## src/rtl/div_unit_if.sv

```systemverilog
// Handshake and result bundle between the EX-stage pipeline and the integer divider.
// The master is the pipeline side; the slave is the divider.
interface div_unit_if #(
    parameter int WIDTH = 32
);
    logic             start;
    logic             is_signed;
    logic [WIDTH-1:0] dividend;
    logic [WIDTH-1:0] divisor;
    logic             cancel;
    logic             busy;
    logic             done;
    logic [WIDTH-1:0] quotient;
    logic [WIDTH-1:0] remainder;
    logic             div_by_zero;

    modport master (
        output start, is_signed, dividend, divisor, cancel,
        input  busy, done, quotient, remainder, div_by_zero
    );

    modport slave (
        input  start, is_signed, dividend, divisor, cancel,
        output busy, done, quotient, remainder, div_by_zero
    );
endinterface

```

## src/rtl/div_unit.sv

```systemverilog
// Multi-cycle radix-2 restoring divider for MIPS DIV/DIVU.
// Works on operand magnitudes and applies the sign fix-up while writing the final result.
module div_unit #(
    parameter int WIDTH = 32,
    parameter int CNT_W = 6
) (
    input  logic       clk,
    input  logic       rst,
    div_unit_if.slave  bus
);
    typedef enum logic [1:0] {IDLE, RUN, FIN} state_t;

    state_t state, state_next;
    logic   load, load_zero, finish;

    logic [CNT_W-1:0] cnt;
    logic [WIDTH:0]   prem;
    logic [WIDTH-1:0] dvd, dvs;
    logic             q_neg, r_neg;
    logic             busy_q, done_q, dbz_q;
    logic [WIDTH-1:0] quo_q, rem_q;

    logic             a_neg, b_neg;
    logic [WIDTH-1:0] mag_a, mag_b;
    logic [WIDTH:0]   shifted, diff, prem_next;
    logic             qbit;
    logic [WIDTH-1:0] dvd_next, q_fin, r_fin;

    assign a_neg = bus.is_signed & bus.dividend[WIDTH-1];
    assign b_neg = bus.is_signed & bus.divisor[WIDTH-1];
    assign mag_a = a_neg ? -bus.dividend : bus.dividend;
    assign mag_b = b_neg ? -bus.divisor  : bus.divisor;

    // The dividend register doubles as the quotient register: dividend bits
    // leave at the top while quotient bits enter at the bottom.
    assign shifted   = {prem[WIDTH-1:0], dvd[WIDTH-1]};
    assign diff      = shifted - {1'b0, dvs};
    assign qbit      = ~diff[WIDTH];
    assign prem_next = qbit ? diff : shifted;
    assign dvd_next  = {dvd[WIDTH-2:0], qbit};

    // Negating zero yields zero, so a zero remainder never turns nonzero.
    assign q_fin = q_neg ? -dvd_next : dvd_next;
    assign r_fin = r_neg ? -prem_next[WIDTH-1:0] : prem_next[WIDTH-1:0];

    always_comb begin
        // NOTE: every output of this block gets a default first so no path
        // leaves it unassigned, which would otherwise infer a latch.
        state_next = state;
        load       = 1'b0;
        load_zero  = 1'b0;
        finish     = 1'b0;
        unique case (state)
            IDLE, FIN: begin
                state_next = IDLE;
                if (bus.start && !bus.cancel) begin
                    if (bus.divisor == '0) begin
                        state_next = FIN;
                        load_zero  = 1'b1;
                    end else begin
                        state_next = RUN;
                        load       = 1'b1;
                    end
                end
            end
            RUN: begin
                if (bus.cancel) begin
                    state_next = IDLE;
                end else if (cnt == '0) begin
                    state_next = FIN;
                    finish     = 1'b1;
                end
            end
            default: state_next = IDLE;
        endcase
    end

    always_ff @(posedge clk) begin
        // NOTE: sequential state uses non-blocking assignments so every flop
        // samples pre-edge values regardless of statement order.
        if (!rst) begin
            state  <= IDLE;
            busy_q <= 1'b0;
            done_q <= 1'b0;
        end else begin
            state  <= state_next;
            busy_q <= (state_next == RUN);
            done_q <= (state_next == FIN);
        end
    end

    always_ff @(posedge clk) begin
        if (!rst) begin
            cnt   <= '0;
            prem  <= '0;
            dvd   <= '0;
            dvs   <= '0;
            q_neg <= 1'b0;
            r_neg <= 1'b0;
            quo_q <= '0;
            rem_q <= '0;
            dbz_q <= 1'b0;
        end else begin
            if (load) begin
                dvd   <= mag_a;
                dvs   <= mag_b;
                q_neg <= a_neg ^ b_neg;
                r_neg <= a_neg;
                prem  <= '0;
                cnt   <= CNT_W'(WIDTH - 1);
            end else if (state == RUN && !bus.cancel) begin
                prem <= prem_next;
                dvd  <= dvd_next;
                if (cnt != '0) cnt <= cnt - 1'b1;
            end

            // Results change only on completion; cancel and idle cycles hold them.
            if (load_zero) begin
                quo_q <= '1;
                rem_q <= bus.dividend;
                dbz_q <= 1'b1;
            end else if (finish) begin
                quo_q <= q_fin;
                rem_q <= r_fin;
                dbz_q <= 1'b0;
            end
        end
    end

    assign bus.busy        = busy_q;
    assign bus.done        = done_q;
    assign bus.quotient    = quo_q;
    assign bus.remainder   = rem_q;
    assign bus.div_by_zero = dbz_q;
endmodule

```

## src/flat_wrapper.sv

```systemverilog
// flat-port wrapper written by rule: the top's interface ports become plain ports
module div_unit_flat 
#(
    parameter int WIDTH = 32,
    parameter int CNT_W = 6
)
  (clk, rst, bus_start, bus_is_signed, bus_dividend, bus_divisor, bus_cancel, bus_busy, bus_done, bus_quotient, bus_remainder, bus_div_by_zero);
  div_unit_if #(.WIDTH(WIDTH)) bus_i ();
  input  logic clk;
  input  logic rst;
  input wire logic [$bits(bus_i.start)-1:0] bus_start;
  input wire logic [$bits(bus_i.is_signed)-1:0] bus_is_signed;
  input wire logic [$bits(bus_i.dividend)-1:0] bus_dividend;
  input wire logic [$bits(bus_i.divisor)-1:0] bus_divisor;
  input wire logic [$bits(bus_i.cancel)-1:0] bus_cancel;
  output wire logic [$bits(bus_i.busy)-1:0] bus_busy;
  output wire logic [$bits(bus_i.done)-1:0] bus_done;
  output wire logic [$bits(bus_i.quotient)-1:0] bus_quotient;
  output wire logic [$bits(bus_i.remainder)-1:0] bus_remainder;
  output wire logic [$bits(bus_i.div_by_zero)-1:0] bus_div_by_zero;
  assign bus_i.start = bus_start;
  assign bus_i.is_signed = bus_is_signed;
  assign bus_i.dividend = bus_dividend;
  assign bus_i.divisor = bus_divisor;
  assign bus_i.cancel = bus_cancel;
  assign bus_busy = bus_i.busy;
  assign bus_done = bus_i.done;
  assign bus_quotient = bus_i.quotient;
  assign bus_remainder = bus_i.remainder;
  assign bus_div_by_zero = bus_i.div_by_zero;
  div_unit #(.WIDTH(WIDTH), .CNT_W(CNT_W)) u_core (.clk(clk), .rst(rst), .bus(bus_i));
endmodule
```

## config.mk

```make
export PLATFORM = sky130hd
export DESIGN_NAME = div_unit_flat
export DESIGN_NICKNAME = d
export VERILOG_FILES = /design/src/rtl/div_unit_if.sv /design/src/rtl/div_unit.sv /design/src/flat_wrapper.sv
export SDC_FILE = /design/constraint.sdc
export NUM_CORES = 1
export LEC_CHECK = 0
export BUFFER_PORTS_ARGS = -buffer_cell sky130_fd_sc_hd__buf_4
export CAP_MARGIN = 20
export CORE_MARGIN = 2
export CORE_UTILIZATION = 30
export DETAILED_ROUTE_END_ITERATION = 10
export GPL_ROUTABILITY_DRIVEN = 0
export SETUP_SLACK_MARGIN = 0.15
export SLEW_MARGIN = 25
export SYNTH_ARGS = -nofsm -noshare
export SYNTH_HDL_FRONTEND = slang
export SYNTH_SLANG_ARGS = --single-unit
```

## constraint.sdc

```tcl
create_clock -name clk -period 6.2 [get_ports clk]
set_input_delay 0.62 -clock clk [delete_from_list [all_inputs] [get_ports clk]]
set_output_delay 0.62 -clock clk [all_outputs]
set_load 0.02 [all_outputs]
```

==> flow_summary.toml <==
[synthesis]
synth.mux.area_fraction_pct = 2.99
synth_top_area_cell = "dfxtp_1"
ys_ff_latch = 173
syn_area_um2 = 11700
yosys.cell_types.count = 76
synth_most_common_cell = "dfxtp_1"
synth_top_family_by_area = "compound AO/OA/AOI/OAI gates"
synthCells = 1523
synth_area_leaders = "dfxtp_1 30%, a21oi_1 6.1%, a211oi_1 5.3%"
synth_edf_count = 0
syn_nets = 1630
yosys_warnings = 0
synth_compound_area_share_pct = 28.3
synthSimpleGateAreaFrac_pct = 20.1
ys_seq_area_share_pct = 29.7
syn_area_per_cell_um2 = 7.66
synthArstFlopShare_pct = 0
synth_common_cells = "173 x dfxtp_1, 159 x nand2_1, 144 x nor2_1"
synthAdderAreaFrac_pct = 4.14
synth_ff_type = "dfxtp_1"
yosysTopAreaCellShare_pct = 29.7
synthXorXnorAreaFrac_pct = 9.46

[worst_setup_path]
setup.worst_path.start = "u_core.dvs[23]"
crit_fanout = 12
rrSetupSlack_ps = 870
worstPathRequired_ps = 6520
cp_cell_sequence = "inv_1 -> ha_1 -> and2_4 -> a221oi_4 -> o22ai_1 -> or3_1 -> o211a_1 -> inv_2 -> nor2_1 -> a21oi_1 -> ha_1 -> and2_1 -> o2111ai_1 -> nor4_1 -> o2111ai_1 -> or3_1 -> nor3_1 -> mux2_1 -> a211oi_1"
crit_cells = 19
worst-path-buf-inv = 2
r2r-end = "u_core.bus.remainder[26]"
crit_slowest_cell = "or3_1"
cp_top_family = "simple AND/OR/NAND/NOR gates"
max_stage_delay_ps = 540
start_kind = "flop"
cp-endpoint = "u_core.bus.remainder[26]"
r2r_cells = 19
end_kind = "flop"
cp.arrival_ps = 5660
r2r_start = "u_core.dvs[23]"
crit_type = "flop to flop"

[floorplan]
placementRows = 72
dieArea_um2 = 40500
core_area_um2 = 38500
dieWidth_um = 201
initial_core_util_pct = 30.3
die_h_um = 201
ios = 136

[final_layout]
antenna_cells = 0
drive_gt1_share_pct = 13.0
fillCellCount = 4095
ff_latch_area_um2 = 3470
multi_input_comb_area_um2 = 7600
design.final.nets = 1700
area_growth_pct = 16.9

[cts]
cts_post_setup_buffers_inserted = 0
insertion_delay_ps = 440
root_buffer = "clkbuf_16"
cts_buffers = 17
clkSlewWorstSetupHoldPaths_ps = 70
cts.sinks = 173
cts-hold-fix-buffers = 0
clockBufferDepth = 2
h-tree-depth = 4
cts.repair.resized = 0
tritoncts = "yes"

[timing]
rsz0062_at_grt = "false"
max_freq_mhz = 188
finalMaxSlewViolations = 0
finalCriticalPeriod_ps = 5330
fin_crit_sh_pct = 86.0
timing.hold.ws_ps = 452
skew_ps = 12.0
tns_ps = 0
hold_viol = 0
final-setup-viol-count = 0
worstMarginPinSlew_ps = 1070
max-slew-margin-rel_pct = 28.2

[route]
wl_um = 37200
drt-initial-drc-count = 948
drtPass1Iterations = 5
ant_nets = 0
drc = 0
routedWlPerCell_um = 17.5
num_vias = 11600
avgViaCountPerCell = 5.45

[run]
drv_cap = 0

[pwr]
p_int_uw = 2140
peakVddDrop_mv = 0.219
p_per_area_nw_per_um2 = 242
p_clk_share_pct = 33.0
switchingPower_uw = 1160
p_leak_uw = 0.00511
pwr-share-comb_pct = 30.5
p_seq_share_pct = 36.5
swShare_pct = 35.2

[grt]
grt_max_degree = 73
overflow = 0
grt_pass1_vias = 11000
grt_pass1_wl_um = 59500
grt_usage_pct = 18.1
antenna_found_initial = 0

[hold_path]
hold_class = "flop to flop"

[outcome]
status = "complete, no violations"

[placement]
io_buffers = 135
place_hpwl_um = 28200
-- flip-flops by register name, summed over array words and instances (netlist names), 2 cells and up --
name                  flops
u_core.prem              32
u_core.bus.quotient      32
u_core.cnt                6
u_core.dvd               32
u_core.dvs               32
u_core.bus.remainder     32
u_core.state              2
-- cell families (layout without fill, tap and decap cells) --
family	count (synthesis)	in the layout
DFF	173	173
buffers and inverters	156	238
and+or+nand+nor	498	498
muxes	34	34
xor gates and xnor gates	126	126
adders and majority gates	38	38
AOI/OAI and AO/OA	498	498
-- tightest hold or removal path, stage by stage, from the launching register on --
cell and delay, ps:
dfxtp_1 310, nand2_1 50, a21oi_1 50
-- metal layers --
layer	up-vias	GRT usage [%]	part of all wire, %
met2	302	31.1	48
li1	5701	-	-
met3	32	2.53	4.7
met4	0	4.41	1.5
met1	5528	24.0	46
met5	-	0	0
-- power by group through the flow --
stage | clock (uW) | combinational, uW | sequential [uW]
finish | 1090 | 1010 | 1210
global placement | 0 | 985 | 1230
CTS | 1110 | 999 | 1210
floorplan | 0 | 728 | 1230
global route | 1160 | 1110 | 1210
detailed placement | 0 | 993 | 1230
-- placed cells by master, fill, tap and decap left out, drive strengths merged, types with 12 or more instances in the layout --
| master | Yosys | final |
|---|---|---|
| mux2i | 27 | 27 |
| nand2 | 159 | 159 |
| dfxtp | 173 | 173 |
| xnor2 | 69 | 69 |
| a31oi | 12 | 12 |
| clkbuf | 82 | 19 |
| nand3 | 23 | 23 |
| and2 | 17 | 17 |
| ha | 37 | 37 |
| or3 | 18 | 18 |
| o21a | 13 | 13 |
| a22oi | 37 | 37 |
| nor3 | 56 | 56 |
| nor2 | 144 | 144 |
| buf | 15 | 148 |
| o31ai | 29 | 29 |
| o21ai | 87 | 87 |
| a21oi | 142 | 142 |
| inv | 58 | 60 |
| a211oi | 83 | 83 |
| nor4 | 16 | 16 |
| or4 | 16 | 16 |
| xor2 | 57 | 57 |
-- worst min path at each step --
stage | start | endpoint | slack (ps) | cells past startpoint
3_3_place_gp | u_core.dvs[31] | u_core.dvs[31] | 440 | 2
2_1_floorplan | u_core.dvs[31] | u_core.dvs[31] | 430 | 2
5_1_grt | bus_divisor[0] | u_core.dvs[0] | 450 | 3
6_report | u_core.dvs[31] | u_core.dvs[31] | 450 | 2
3_5_place_dp | u_core.dvs[31] | u_core.dvs[31] | 450 | 2
4_1_cts | bus_divisor[0] | u_core.dvs[0] | 450 | 3
-- metrics by stage --
step | area, um^2 | std cells | setup slack (ps) | util [%] | power, uW
floorplan | 11700 | 1523 | 1040 | - | 1950
global placement | 13100 | 2092 | 1130 | 33.9 | 2210
detailed placement | 13100 | 2092 | 941 | 33.9 | 2220
CTS | 13600 | 2123 | 929 | 35.4 | 3320
global route | 13600 | 2123 | 440 | 35.4 | 3480
finish | 13600 | 2123 | 867 | 35.4 | 3310
-- cell type report --
type	instances	share of cell area [%]
flip-flops and latches	173	25.4
inverters	59	1.63
multi-input cells	1194	55.8
repair buffers	148	8.15
clock buffers	19	3.25
clock inverters	12	1.02
well taps	518	4.75
Power figures use the tool's default switching activity.
